--- src/rtl/prll_bs_trmnl_fifo.sv ---
`default_nettype none
// ============================================================================
// Module      : prll_bs_trmnl_fifo
// Description : Upstream source FIFO for one terminal of a parallel bus.
//               Client writes are stamped with this terminal's source ID and
//               a 16-bit sequence number, then queued first-word-fall-through
//               for the bus arbiter (pndng / pop / D_pop).
// Ports       : clk      - single clock, rising edge
//               reset    - asynchronous, active-low
//               wr_en    - client write request
//               wr_data  - client message, [BITS-1:BITS-8] = target
//               full     - FIFO holds DEPTH entries
//               pop      - arbiter consumes head entry
//               pndng    - FIFO non-empty, head valid on D_pop
//               D_pop    - head message (zero when empty)
//               count    - current occupancy
//               ovf      - sticky, a write was dropped on full
//               err_self - sticky, a write targeted this terminal's own ID
// Revision    : 1.0 - initial release
// ============================================================================
module prll_bs_trmnl_fifo #(
  parameter int unsigned BITS      = 32,
  parameter int unsigned DEPTH     = 16,
  parameter logic [7:0]  ID        = 8'd0,
  parameter logic [7:0]  BROADCAST = 8'hFF
) (
  input  logic                     clk,
  input  logic                     reset,
  input  logic                     wr_en,
  input  logic [BITS-1:0]          wr_data,
  output logic                     full,
  input  logic                     pop,
  output logic                     pndng,
  output logic [BITS-1:0]          D_pop,
  output logic [$clog2(DEPTH):0]   count,
  output logic                     ovf,
  output logic                     err_self
);

  localparam int unsigned AW = $clog2(DEPTH);
  localparam int unsigned CW = AW + 1;
  localparam logic [CW-1:0] FULL_CNT = CW'(DEPTH);

  logic [BITS-1:0] r_mem [DEPTH];
  logic [AW-1:0]   r_rd_ptr;
  logic [AW-1:0]   r_wr_ptr;
  logic [CW-1:0]   r_count;
  logic [15:0]     r_seq;
  logic            r_ovf;
  logic            r_err_self;

  logic [7:0]      w_target;
  logic            w_self;
  logic            w_full;
  logic            w_pndng;
  logic            w_do_pop;
  logic            w_accept;
  logic [BITS-1:0] w_word;

  assign w_target = wr_data[BITS-1:BITS-8];
  // A broadcast ID can never be a self-target, so it is exempt.
  assign w_self   = (w_target == ID) && (ID != BROADCAST);
  assign w_full   = (r_count == FULL_CNT);
  assign w_pndng  = (r_count != '0);
  assign w_do_pop = pop && w_pndng;
  // When full, a same-cycle pop frees the slot the write lands in.
  assign w_accept = wr_en && !w_self && (!w_full || pop);

  // Client bits just below the target are replaced by {ID, seq}.
  generate
    if (BITS > 32) begin : g_payload
      assign w_word = {w_target, ID, r_seq, wr_data[BITS-33:0]};
    end else begin : g_no_payload
      assign w_word = {w_target, ID, r_seq};
    end
  endgenerate

  always_ff @(posedge clk or negedge reset) begin
    if (!reset) begin
      r_rd_ptr   <= '0;
      r_wr_ptr   <= '0;
      r_count    <= '0;
      r_seq      <= '0;
      r_ovf      <= 1'b0;
      r_err_self <= 1'b0;
    end else begin
      if (w_do_pop) begin
        r_rd_ptr <= r_rd_ptr + AW'(1);
      end
      if (w_accept) begin
        r_wr_ptr <= r_wr_ptr + AW'(1);
        r_seq    <= r_seq + 16'd1;
      end
      case ({w_accept, w_do_pop})
        2'b10:   r_count <= r_count + CW'(1);
        2'b01:   r_count <= r_count - CW'(1);
        default: r_count <= r_count;
      endcase
      if (wr_en && w_full && !pop) begin
        r_ovf <= 1'b1;
      end
      if (wr_en && w_self) begin
        r_err_self <= 1'b1;
      end
    end
  end

  // Storage needs no reset: the read side is masked by pndng. When full with a
  // simultaneous pop, the write overwrites the head slot being popped, which
  // is safe because the old head is read combinationally before the edge.
  always_ff @(posedge clk) begin
    if (reset && w_accept) begin
      r_mem[r_wr_ptr] <= w_word;
    end
  end

  assign full     = w_full;
  assign pndng    = w_pndng;
  assign D_pop    = w_pndng ? r_mem[r_rd_ptr] : '0;
  assign count    = r_count;
  assign ovf      = r_ovf;
  assign err_self = r_err_self;

endmodule
`default_nettype wire
--- config.mk ---
export PLATFORM = sky130hd
export DESIGN_NAME = prll_bs_trmnl_fifo
export DESIGN_NICKNAME = d
export VERILOG_FILES = /design/src/rtl/prll_bs_trmnl_fifo.sv
export SDC_FILE = /design/constraint.sdc
export NUM_CORES = 1
export LEC_CHECK = 0
export ABC_AREA = 1
export BUFFER_PORTS_ARGS = -buffer_cell sky130_fd_sc_hd__clkbuf_2
export CAP_MARGIN = 30
export CORE_MARGIN = 8
export CORE_UTILIZATION = 61
export CTS_BUF_LIST = sky130_fd_sc_hd__clkbuf_16
export DETAILED_ROUTE_END_ITERATION = 8
export GPL_TIMING_DRIVEN = 0
export PLACE_DENSITY = 0.79
export SLEW_MARGIN = 0
export SYNTH_ARGS = -nofsm -noshare
export SYNTH_HDL_FRONTEND = slang
export SYNTH_SLANG_ARGS = --single-unit
--- constraint.sdc ---
create_clock -name clk -period 3.5 [get_ports clk]
set_input_delay 0.35 -clock clk [delete_from_list [all_inputs] [get_ports clk]]
set_output_delay 0.35 -clock clk [all_outputs]
set_load 0.02 [all_outputs]
# ---- After elaboration in Yosys (flattened, before gate mapping)
# Memory sizes are Yosys's and may differ from the RTL's.
# Index checks and enable logic that the tools add are counted.
# W data, S select, Z words.
dict set report totals {
  reg_bits 31
  latchBits 0
  ram_bits 384
  mem_bits_ro 0
  input_bits 36
  output_inout_bits 41
  word_cells 33
  memories 1
}
# memory depth word_bits read_ports rd_clocked_by_memory_dff write_ports line_no
set memory_table {}
lappend memory_table {r_mem 16 24 1 0 1 44} ;# logic [BITS-1:0] r_mem [DEPTH];
dict set report classes {
  addsub 5
  mul 0
  div_mod_pow 0
  magnitude_cmp 0
  eq_ne 3
  shift 0
  muxes 4
  bitwise_logic 0
  reduce_logical 14
}
# op n
set ops {}
lappend ops {{$mux W32} 1}
lappend ops {{$add A16 B1 Y16 const B} 1}
lappend ops {{$pmux W5 S2} 1}
lappend ops {{$add A4 B1 Y4 const B} 2}
lappend ops {{$logic_not A8 Y1} 1}
lappend ops {{$logic_and A1 B1 Y1} 7}
lappend ops {{$add A5 B1 Y5 const B} 1}
lappend ops {{$eq A5 B5 Y1 const B} 1}
lappend ops {{$reduce_bool A5 Y1} 1}
lappend ops {{$sub A5 B1 Y5 const B} 1}
lappend ops {{$logic_not A1 Y1} 3}
lappend ops {{$eq A2 B1 Y1 const B} 1}
lappend ops {{$eq A2 B2 Y1 const B} 1}
lappend ops {{$mux W1} 2}
lappend ops {{$reduce_bool A2 Y1} 1}
lappend ops {{$logic_or A1 B1 Y1} 1}

# ---- Longest topological paths before layout
# Gate-level depths: netlist (run 1).
dict set report depth {
  word_depth 7
  ltp_mapped 18
  ltp_nobuf 18
}

# ---- Worst setup path after synthesis (run 1)
# Ideal clock, no wire load.
dict set report synth_path {
  path_type {flip-flop to flip-flop}
  startpoint {register r_count[1], in the netlist count[1]}
  endpoint {memory r_mem[0][0] (netlist bit), enable pin}
  setup_ns 0.435
  t_arrival_ns 2.820
  required_time_ns 3.065
  setup_slack_ns 0.245
  stages_incl_launch_ff 8
  n_path_buf 1
  cell_sequence {dfrtp_1 -> inv_1 -> nand3_2 -> nor2_2 -> nand2_1 -> nand2_2 -> buf_2 -> nor3_1}
}
dict set report synth_between {
  elab_chain_cells 7
}
# element line_no
set synth_lines {}
lappend synth_lines {{start, declared} 47} ;# logic [CW-1:0] r_count;
lappend synth_lines {{start signal, assigned} 95} ;# 2'b10: r_count <= r_count + CW'(1);
lappend synth_lines {{start signal, assigned} 96} ;# 2'b01: r_count <= r_count - CW'(1);
lappend synth_lines {{start signal, assigned} 97} ;# default: r_count <= r_count;
lappend synth_lines {{$eq A5 B5 Y1} 63} ;# assign w_full = (r_count == FULL_CNT);
lappend synth_lines {{via full} 31} ;# output logic full,
lappend synth_lines {{$logic_not A1 Y1} 67} ;# assign w_accept = wr_en && !w_self && (!w_full || pop);
lappend synth_lines {{$logic_or A1 B1 Y1} 67}
lappend synth_lines {{$logic_and A1 B1 Y1} 67}
lappend synth_lines {{$logic_and A1 B1 Y1} 112} ;# if (reset && w_accept) begin
lappend synth_lines {{$mux W1} 112}
lappend synth_lines {{$mux W1 (not written as such)} 113} ;# r_mem[r_wr_ptr] <= w_word;
lappend synth_lines {{end, declared} 44}
# The timed path passes the listed nets, and every way through them passes these cells.

# ---- Final worst setup path (run 1)
dict set report layout_path {
  startpoint {input reset}
  endpoint {memory r_mem[9][18] (netlist bit), enable pin}
}
dict set report layout_between {
  elab_chain_cells 3
}
# element line_no
set layout_lines {}
lappend layout_lines {{start, declared} 28} ;# input logic reset,
lappend layout_lines {{$logic_and A1 B1 Y1} 112}
lappend layout_lines {{$mux W1} 112}
lappend layout_lines {{$mux W1 (not written as such)} 113}
# No other way between the ends.

==> run_results.csv, run 1 <==
group,metric,value,unit
logic_synthesis,avgSynthCellArea,11.40,sq um
critical_path,path_buf_inv,3,
logic_synthesis,syn_area,17410,sq um
cts,cts_hold_buf,1,
critical_path,crit_end,"r_mem[9][18]",
grt,grt_overflow,0,
power,powerDensity,835.5,nW/um^2
cts,cts_max_level,2,
power,intPower,9.972,mW
final_layout,fillers,1940,
power,vdd.ir_drop.worst,570.5,uV
place,dp.cells,1992,
run_status,outcome,"finished clean",
grt,grt_max_degree,36,
drt,drtAntennaViolNets,0,
critical_path,cp-end-kind,"flop",
drt,drc_errors,0,
logic_synthesis,synth-seq-cells,415,
sta,maxSlewHeadroom,26.85,%
power,p_seq_share,37.4,%
cts,cts_tree,"built",
final_layout,drive_gt1_share,13.23,%
sta,setup_tns,0,ns
critical_path,regToRegStartpoint,"count[3]",
grt,antenna_found_initial,0,
cts,cts_buffers,41,
critical_path,rr_worst_depth,16,
drt,drt_iter0_markers,1802,
die,die_w,185.0,um
logic_synthesis,synth-warning-count,0,
power,p_leak,7.733,nW
die,core,28390,sq um
critical_path,slowest_delay,0.96,ns
critical_path,cp.arrival,3.31,ns
critical_path,crit_required,3.73,ns
critical_path,worst_path_max_delay_cell,"nor3_2",
place,numPortBuffers,44,
power,power_frac_clock,24.1,%
cts,cts_sinks,415,
drt,drtPass1Iterations,5,
critical_path,cp_top_family,"buffers and inverters",
critical_path,r2r_slack,0.50,ns
cts,clockBufferDepth,3,
final_layout,instances_no_fill,2069,
grt,grt_pass1_vias,12185,
sta,hold_viol,0,
sta,fmax,324.7,MHz
sta,setup_viol,0,
logic_synthesis,ys_seq_area_share,70.68,%
logic_synthesis,synthCells,1527,
die,die_h,185.0,um
sta,fin_crit_sh,88.01,%
sta,drv_slew,0,
power,p_sw_share,39.80,%
final_layout,final_core_util,69.84,%
grt,grtUsageTotal,27.78,%
final_layout,syn_to_final_growth,13.87,%
critical_path,crit_start,"reset",
critical_path,worstSetupPathType,"in -> reg",
place,gp_congestion,0.8339,
min_path,hold_class,"in -> reg",
critical_path,startpoint_type,"input port",
place,hpwl,30780,um
sta,rsz0062_at_grt,"no",
grt,grt_first_pass_wirelength,70850,um
final_layout,antenna_cells,0,
cts,clk_pin_slew,0.06,ns
power,p_switching,6.594,mW
sta,tightest_slew,1.091,ns
cts,cts_resized,0,
die,dieArea,34210,sq um
cts,cts_root_buf,"clkbuf_16",
drt,via_count,12562,
drt,finalWirelength,47480,um
die,rows,62,
die,start_util,61.33,%
sta,post-route-min-period,3.080,ns
die,boundaryPins,77,
critical_path,rr_endpoint,"count[4]",
critical_path,critPathMaxFanout,35,
logic_synthesis,synthDistinctLibCells,30,
min_path,hold_path_depth,2,
critical_path,path_cells,"dlygate4sd3_1 -> clkbuf_2 -> nand3_1 -> nor3_2 -> buf_6",
cts,insertion_delay,0.54,ns
final_layout,nNetsFinal,1699,
sta,fin_skew,0.02203,ns
run,maxCapViolCount,0,
drt,wire_per_inst,22.95,um
critical_path,worst-path-stages,5,
cts,cts_setup_buffers,0,
power,combPwrFrac,38.5,%
drt,avgViaCountPerCell,6.072,
## worst min path at each step
stage                           to     start
final                     err_self     wr_en
after global routing      err_self     wr_en
after CTS                 err_self     wr_en
after detailed placement  err_self  err_self
after global placement    err_self  err_self
after floorplan           count[0]     reset
## cells by family (layout without fill, tap and decap cells)
family	Yosys count	after routing	share of synthesized area [%]
AOI/OAI and AO/OA	37	37	1.092
xor gates and xnor gates	21	21	1.056
adders and majority gates	11	11	0.8335
buffers and inverters	125	276	4.175
DFF	415	415	70.68
other	1	8	0.02154
and+or+nand+nor	917	917	22.15
## cells in the mapped netlist
| master | number | share of area (%) |
|---|---|---|
| a21o_1 | 1 | 0.043 |
| a21oi_1 | 25 | 0.72 |
| and2_1 | 1 | 0.036 |
| buf_1 | 7 | 0.15 |
| buf_12 | 1 | 0.11 |
| buf_2 | 29 | 0.83 |
| buf_4 | 30 | 1.3 |
| buf_6 | 12 | 0.78 |
| clkbuf_1 | 16 | 0.34 |
| clkinv_1 | 1 | 0.022 |
| conb_1 | 1 | 0.022 |
| dfrtp_1 | 31 | 4.5 |
| edfxtp_1 | 384 | 66 |
| fa_1 | 1 | 0.11 |
| ha_1 | 10 | 0.72 |
| inv_1 | 24 | 0.52 |
| inv_2 | 4 | 0.086 |
| inv_4 | 1 | 0.036 |
| nand2_1 | 570 | 12 |
| nand2_2 | 1 | 0.036 |
| nand3_1 | 303 | 8.7 |
| nand3_2 | 1 | 0.057 |
| nand3b_1 | 1 | 0.043 |
| nor2_1 | 26 | 0.56 |
| nor2_2 | 2 | 0.072 |
| nor3_1 | 12 | 0.34 |
| o21ai_0 | 10 | 0.29 |
| o21bai_1 | 1 | 0.043 |
| xnor2_1 | 12 | 0.60 |
| xor2_1 | 9 | 0.45 |
## cell usage in the layout, fill, tap and decap left out, types with 10 or more instances in the layout
cell and n:
a21oi_1 25, buf_2 29, buf_4 33, buf_6 35, clkbuf_1 16, clkbuf_16 43, clkbuf_2 44, clkinv_1 11
dfrtp_1 31, edfxtp_1 384, ha_1 10, inv_1 38, nand2_1 570, nand3_1 303, nor2_1 22, nor3_2 12
o21ai_0 10, xnor2_1 12
## layer usage
layer	global-route usage, %	routed length, um	vias up
met3	5.728	6232	149
met2	45.39	22450	922
met5	0	0	-
met1	36.64	17090	5984
li1	-	-	5507
met4	10.12	1704	0
## worst register-to-register path, stage by stage (launching register included)
cell and delay, ns:
dfrtp_1 0.42, nor2_1 0.14, nand3_2 0.10, nor2_2 0.47, inv_1 0.13, nand2_1 0.22
inv_2 0.14, ha_1 0.31, ha_1 0.35, nand2_1 0.10, nand2_1 0.05, a21oi_1 0.18
inv_1 0.07, nand2_1 0.06, nand2_1 0.05, nand2_1 0.05, nand2_1 0.05
## final cells by class
cell class / count / area (sq um) / share of cell area, %
sequential: 415 / 12310 / 62.07
multi-input combinational: 994 / 4496 / 22.67
clock buffer: 43 / 1076 / 5.427
buffer: 95 / 611.8 / 3.086
timing repair buffer: 75 / 596.8 / 3.010
tap: 384 / 480.5 / 2.423
clock inverter: 33 / 145.1 / 0.7320
inverter: 30 / 115.1 / 0.5805
## power by group through the flow
| stage | clock network, mW | registers [mW] | logic (mW) |
|---|---|---|---|
| finish | 3.99 | 6.20 | 6.38 |
| global route | 4.17 | 6.23 | 6.87 |
| CTS | 3.99 | 6.19 | 6.26 |
| detailed placement | 0 | 6.28 | 6.21 |
| global placement | 0 | 6.28 | 5.95 |
| floorplan | 0 | 6.22 | 3.96 |
## through the flow
step	setup slack, ns	instance area [sq um]	hold slack (ns)	total power [mW]
final	0.4198	19830	0.03356	16.57
after global routing	0.2800	19830	0.02580	17.26
after CTS	0.4545	19830	0.01966	16.44
after detailed placement	0.3256	18600	0.4464	12.49
after global placement	-1.843	18140	0.4415	12.24
after floorplan	0.2451	17440	0.05441	10.18
## sequential cells by signal (all words and copies together), names as in the netlist
signal and cells:
r_mem 384, r_seq 16, count 5, r_rd_ptr 4, r_wr_ptr 4, err_self 1
ovf 1
No activity file was read; power rests on OpenSTA's default activity.
==> inputs of run 2 (changes only) <==
--- a/config.mk
+++ b/config.mk
@@ -5,7 +5,7 @@
 export SDC_FILE = /design/constraint.sdc
 export NUM_CORES = 1
 export LEC_CHECK = 0
-export ABC_AREA = 1
+export ABC_AREA = 0
 export BUFFER_PORTS_ARGS = -buffer_cell sky130_fd_sc_hd__clkbuf_2
 export CAP_MARGIN = 30
 export CORE_MARGIN = 8
==> run 2 against run 1 <==
  * Die area down 6.1%
  * Combinational power down 30%
  * Power down 9.7%
  * Area after synthesis down 6.6%
  * Register-to-register slack worse by 0.32 ns
  * Maximum frequency down 7.1%
  * Via count down 35%
  * Global-route usage down 4.5 points
  * Wire length down 24%
  * Utilization up 0.20 points
  * Critical path type is now reg -> reg
  * Critical endpoint is now count[4]
  * Largest cell class unchanged
  * Largest power group is now registers
==> run_results.csv, run 2 <==
group,metric,value,unit
final_layout,largest_register_ffs,384,
grt,grt_max_degree,36,
critical_path,cpMostUsedCell,"ha_1",
sta,post-route-min-period,3.316,ns
power,combPwrFrac,29.6,%
min_path,hold_class,"in -> reg",
die,boundaryPins,77,
grt,grtUsageTotal,23.31,%
logic_synthesis,synthArstFlopShare,7.470,%
logic_synthesis,synth_area_leaders,"edfxtp_1, mux4_2, dfrtp_1",
drt,drt_iter0_markers,1001,
final_layout,nNetsFinal,902,
place,hpwl,20930,um
logic_synthesis,ys_seq_area_share,75.71,%
place,numPortBuffers,44,
die,die_w,179.2,um
logic_synthesis,synthCells,756,
drt,drtAntennaViolNets,0,
drt,drc_errors,0,
power,p_seq_share,42.6,%
die,die_h,179.2,um
critical_path,critPathMaxFanout,7,
logic_synthesis,synthDistinctLibCells,42,
sta,drv_slew,0,
run,maxCapViolCount,0,
power,p_switching,4.722,mW
final_layout,syn_to_final_growth,12.59,%
critical_path,slowest_delay,0.46,ns
logic_synthesis,synth_ff_type,"edfxtp_1",
logic_synthesis,synth_commonest_cells,"edfxtp_1, mux4_2, mux2i_1",
cts,cts_root_buf,"clkbuf_16",
sta,rsz0062_at_grt,"no",
final_layout,final_cell_mix,"edfxtp_1, mux4_2, mux2i_1",
cts,clk_pin_slew,0.06,ns
die,dieArea,32130,sq um
die,core,26130,sq um
cts,cts_tree,"built",
final_layout,drive_gt1_share,29.38,%
power,intPower,10.24,mW
cts,cts_sinks,415,
critical_path,worstSetupPathType,"reg -> reg",
run_status,outcome,"finished clean",
sta,setup_viol,0,
sta,fin_crit_sh,94.74,%
place,gp_congestion,0.7873,
power,p_sw_share,31.55,%
sta,fin_skew,0.01837,ns
grt,grt_first_pass_wirelength,53120,um
cts,cts_max_level,2,
drt,finalWirelength,36180,um
power,powerDensity,817.7,nW/um^2
final_layout,final_common_cell,"edfxtp_1",
grt,grt_overflow,0,
power,power.total,14.97,mW
drt,wire_per_inst,29.63,um
logic_synthesis,syn_area,16260,sq um
sta,tightest_slew,0.9871,ns
die,start_util,62.20,%
power,power_frac_clock,27.8,%
power,vdd.ir_drop.worst,541.5,uV
final_layout,regMostFlops,"r_mem",
grt,grt_pass1_vias,8568,
drt,avgViaCountPerCell,6.683,
critical_path,cp-end-kind,"flop",
logic_synthesis,avgSynthCellArea,21.50,sq um
critical_path,crit_required,3.90,ns
logic_synthesis,yosysTopAreaCellShare,70.94,%
power,p_leak,6.430,nW
drt,drtPass1Iterations,6,
logic_synthesis,synth_enable_flop_cells,384,
logic_synthesis,yosysTopAreaCell,"edfxtp_1",
die,rows,59,
sta,post-route-worst-setup-slack,0.1840,ns
sta,hold_viol,0,
critical_path,worst_path_max_delay_cell,"or3b_2",
critical_path,cp.arrival,3.72,ns
cts,cts_buffers,41,
logic_synthesis,yosysMostFrequentCell,"edfxtp_1",
critical_path,startpoint_type,"flop",
cts,clockBufferDepth,3,
sta,fmax,301.6,MHz
drt,via_count,8160,
logic_synthesis,synth-warning-count,0,
critical_path,path_cells,"nor4_4 -> nand2b_1 -> buf_2 -> nand2_1 -> inv_1 -> ha_1 -> ha_1 -> nor2b_1 -> o21ai_0 -> a21oi_1 -> or3b_2 -> xnor2_1",
logic_synthesis,synth-seq-cells,415,
grt,antenna_found_initial,1,
cts,insertion_delay,0.53,ns
sta,maxSlewHeadroom,34.20,%
place,pre_cts_slack,-0.09186,ns
[run 2: cell count changes after synthesis, moves of 15 or more]
cell,delta
inv_1,-15
nand2_1,-558
mux2i_1,+49
and3_1,+18
a21oi_1,-23
mux4_2,+96
buf_4,-15
nor2_1,-21
o22ai_1,+24
nand3_1,-292
[run 2: logic make-up (layout without fill, tap and decap cells)]
| logic type | after synthesis | in the layout | share of synthesized area (%) |
|---|---|---|---|
| AND/OR/NAND/NOR | 70 | 70 | 2.532 |
| buffers and inverters | 54 | 176 | 1.793 |
| multiplexers | 147 | 147 | 16.46 |
| flip-flops | 415 | 415 | 75.71 |
| adder cells (fa/ha/maj) | 11 | 11 | 0.8929 |
| AO/OA/AOI/OAI | 33 | 33 | 1.247 |
| other | 1 | 9 | 0.02307 |
| XOR/XNOR | 25 | 25 | 1.347 |
[run 2: cell type report]
| cell class | count | area (sq um) |
|---|---|---|
| clock inverter | 32 | 244.0 |
| timing repair buffer | 49 | 291.5 |
| multi-input combinational | 294 | 3721 |
| sequential | 415 | 12310 |
| inverter | 10 | 37.54 |
| tap | 335 | 419.2 |
| fill | 1527 | 7830 |
| antenna | 1 | 2.502 |
| clock buffer | 41 | 1026 |
| buffer | 44 | 254.0 |
[run 2: through the flow]
step	cells	setup TNS (ns)	util (%)	cell area [sq um]	hold WS, ns
2_1_floorplan	763	0	-	16280	0.05441
3_3_place_gp	1142	-46.92	64.75	16920	0.4826
3_5_place_dp	1145	-0.09186	65.03	16990	0.5038
4_1_cts	1219	0	69.95	18280	0.08980
5_1_grt	1221	0	70.04	18300	0.1011
6_report	1221	0	70.04	18300	0.1044
[run 2: worst paths after layout]
kind | start | to | slack (ns) | cells past startpoint
hold reg to reg | err_self | err_self | 0.54 | 1
hold / removal | wr_en | err_self | 0.10 | 2
setup / recovery | count[1] | count[4] | 0.18 | 12
setup reg to reg | count[1] | count[4] | 0.18 | 12
max in group asynchronous | reset | r_seq[15] | 2.41 | 2
min in group asynchronous | reset | r_seq[5] | 0.49 | 2
[run 2: timing repair]
| item | in CTS | in global routing |
|---|---|---|
| setup endpoints to repair | 1 | 1 |
| setup buffers | 0 | 0 |
| gates resized for setup | 1 | 1 |
| hold buffers | 1 | 0 |
| pin swaps | 0 | 0 |
| hold endpoints to repair | 31 | 0 |
[run 2: power groups by stage]
stage	sequential, mW	clock (mW)	combinational [mW]
2_1_floorplan	6.33	0	3.06
3_3_place_gp	6.38	0	4.24
3_5_place_dp	6.45	0	4.41
4_1_cts	6.35	4.19	4.47
5_1_grt	6.41	4.38	4.70
6_report	6.37	4.16	4.44
[run 2: critical path: cells and delay by family, from the launching register on]
kind	cells	cell delay (ns)
AND/OR/NAND/NOR	5	1.35
flip-flops	1	0.44
XOR/XNOR	1	0.14
buffers and inverters	2	0.32
AO/OA/AOI/OAI	2	0.34
adder cells (fa/ha/maj)	2	0.63
[run 2: routing by layer]
layer	track usage [%]	wire length, um	vias to the layer above
met3	5.076	3130	107
met2	39.64	18350	502
met4	8.990	1308	0
li1	-	-	3310
met5	0	0	-
met1	29.15	13400	4241
==> inputs of run 3 (changes only) <==
--- a/config.mk
+++ b/config.mk
@@ -9,11 +9,13 @@
 export BUFFER_PORTS_ARGS = -buffer_cell sky130_fd_sc_hd__clkbuf_2
 export CAP_MARGIN = 30
 export CORE_MARGIN = 8
-export CORE_UTILIZATION = 61
+export CORE_UTILIZATION = 65
 export CTS_BUF_LIST = sky130_fd_sc_hd__clkbuf_16
 export DETAILED_ROUTE_END_ITERATION = 8
 export GPL_TIMING_DRIVEN = 0
-export PLACE_DENSITY = 0.79
+export PLACE_DENSITY = 0.84
+export RECOVER_POWER = 25
+export SETUP_SLACK_MARGIN = 0.15
 export SLEW_MARGIN = 0
 export SYNTH_ARGS = -nofsm -noshare
 export SYNTH_HDL_FRONTEND = slang
==> constraint.sdc (replaced) <==
create_clock -name clk -period 4.2 [get_ports clk]
set_input_delay 0.42 -clock clk [delete_from_list [all_inputs] [get_ports clk]]
set_output_delay 0.42 -clock clk [all_outputs]
set_load 0.02 [all_outputs]
==> run 3 against run 2 <==
  * The run now ends with max-capacitance violations, max-slew violations left
  * Sequential share of layout area down 0.15 points
  * Register-to-register slack better by 0.59 ns
  * Via count up 1.7%
  * Cell area up 0.22%
  * Setup slack better by 0.59 ns
  * Clock-buffer cell count unchanged
  * Die area down 5.6%
  * Sequential power down 17%
  * Hold slack better by 0.081 ns
  * First-iteration DRC count up 11%
  * Critical path depth unchanged
  * Maximum frequency down 3.1%
  * Critical endpoint unchanged
==> run_results.csv, run 3 (synthesis results as in run 2) <==
group,metric,value,unit
run_status,outcome,"complete, but fails checks",
run_status,violations,"max-capacitance violations, max-slew violations",
min_path,hold_start,"wr_en",
power,vdd.ir_drop.worst,370.6,uV
min_path,hold_end,"ovf",
drt,drt_iter0_markers,1111,
run,maxCapViolCount,1,
sta,rsz0062_at_grt,"no",
cts,cts_resized,0,
drt,finalWirelength,37360,um
cts,cts_tree,"built",
sta,setup_tns,0,ns
final_layout,regMostFlops,"r_mem",
critical_path,rr_worst_depth,12,
final_layout,largest_register_ffs,384,
critical_path,path_cells,"nor4_1 -> nand2b_1 -> buf_2 -> nand2_1 -> inv_1 -> ha_1 -> ha_1 -> nor2b_1 -> o21ai_0 -> a21oi_1 -> or3b_2 -> xnor2_1",
place,numPortBuffers,44,
cts,clk_pin_slew,0.07,ns
sta,fin_skew,0.01116,ns
critical_path,worstSetupPathType,"reg -> reg",
critical_path,cp-end-kind,"flop",
min_path,hold_path_depth,2,
final_layout,final_core_util,73.69,%
sta,hold_viol,0,
drt,drtPass1Iterations,5,
cts,cts_setup_buffers,0,
critical_path,crit_required,4.60,ns
final_layout,nNetsFinal,902,
drt,wire_per_inst,30.73,um
min_path,hold_class,"in -> reg",
cts,cts_sinks,415,
sta,fin_crit_sh,81.51,%
cts,cts_max_level,2,
critical_path,slowest_delay,0.61,ns
die,die_h,174.1,um
sta,post-route-min-period,3.424,ns
grt,grt_pass1_vias,8752,
cts,clockBufferDepth,3,
grt,grt_overflow,0,
die,boundaryPins,77,
critical_path,startpoint_type,"flop",
die,core,24890,sq um
power,p_leak,6.445,nW
cts,insertion_delay,0.52,ns
drt,avgViaCountPerCell,6.827,
place,hpwl,21090,um
critical_path,path_buf_inv,2,
sta,setup_viol,0,
cts,cts_hold_buf,0,
final_layout,drive_gt1_share,28.70,%
sta,tightest_slew,2.021,ns
grt,antenna_found_initial,0,
critical_path,cp.arrival,3.83,ns
drt,via_count,8302,
place,gp_congestion,0.8227,
critical_path,critPathMaxFanout,7,
sta,maxSlewHeadroom,-34.76,%
final_layout,final_cell_mix,"edfxtp_1, mux4_2, mux2i_1",
final_layout,final_common_cell,"edfxtp_1",
grt,grtUsageTotal,24.71,%
sta,fmax,292.1,MHz
cts,cts_root_buf,"clkbuf_16",
final_layout,fillers,1330,
critical_path,cp_top_family,"simple AND/OR/NAND/NOR gates",
die,start_util,65.31,%
cts,cts_buffers,40,
power,powerDensity,687.2,nW/um^2
drt,drc_errors,0,
die,dieArea,30320,sq um
critical_path,worst_path_max_delay_cell,"nor4_1",
grt,grt_max_degree,36,
final_layout,syn_to_final_growth,12.84,%
place,pre_cts_slack,0.6449,ns
critical_path,rr_endpoint,"count[4]",
critical_path,cpMostUsedCell,"ha_1",
sta,drv_slew,36,
critical_path,r2r_slack,0.78,ns
die,rows,58,
die,die_w,174.1,um
drt,drtAntennaViolNets,0,
critical_path,regToRegStartpoint,"count[0]",
sta,post-route-worst-setup-slack,0.7764,ns
grt,grt_first_pass_wirelength,55120,um
[run 3: changes by cell type in the layout (fill, tap and decap cells not counted), sizes merged]
| cell | delta |
|---|---|
| buf | +2 |
| bufinv | +1 |
| clkinv | -1 |
| clkinvlp | -1 |
| dlygate4sd3 | -1 |
[run 3: how the worst max path moves through the flow]
| stage | start | to | slack (ns) | depth (start not counted) |
|---|---|---|---|---|
| 4_1_cts | count[0] | count[4] | 0.76 | 12 |
| 3_5_place_dp | wr_data[24] | count[4] | 0.64 | 13 |
| 6_report | count[0] | count[4] | 0.78 | 12 |
| 2_1_floorplan | count[0] | r_mem[7][0] | 0.72 | 6 |
| 3_3_place_gp | wr_data[24] | r_mem[7][14] | -1.22 | 7 |
| 5_1_grt | count[0] | count[4] | 0.46 | 12 |
[run 3: routing by layer]
| metal | GRT usage (%) | up-vias | part of all wire, % |
|---|---|---|---|
| li1 | - | 3294 | - |
| met1 | 32.04 | 4325 | 37 |
| met2 | 41.85 | 596 | 51 |
| met3 | 4.209 | 87 | 9.0 |
| met4 | 9.049 | 0 | 2.9 |
| met5 | 0 | - | 0 |
[run 3: where the power goes]
group	internal (mW)	switching (mW)	leakage (nW)	total, mW
logic	1.55	2.18	1.76	3.73
clock network	2.08	1.49	0.679	3.57
registers	4.97	0.340	4.00	5.31
[run 3: layout make-up]
cell class	count	area (sq um)	area share, %
multi-input cells	294	3704	20.19
well taps	330	412.9	2.251
clock inverters	31	270.3	1.473
inverters	10	37.54	0.2046
flip-flops and latches	415	12310	67.09
plain buffers	44	254.0	1.385
clock buffers	41	1026	5.593
repair buffers	50	329.1	1.794
diodes	1	2.502	0.01364
[run 3: per-stage QoR]
step / hold WS (ns) / total power, mW / area (sq um) / std cells
2_1_floorplan: 0.1244 / 7.828 / 16280 / 763
3_3_place_gp: 0.4894 / 8.836 / 16920 / 1137
3_5_place_dp: 0.4915 / 9.055 / 17040 / 1142
4_1_cts: 0.03635 / 12.62 / 18340 / 1214
5_1_grt: 0.1894 / 12.99 / 18340 / 1215
6_report: 0.1857 / 12.60 / 18340 / 1216
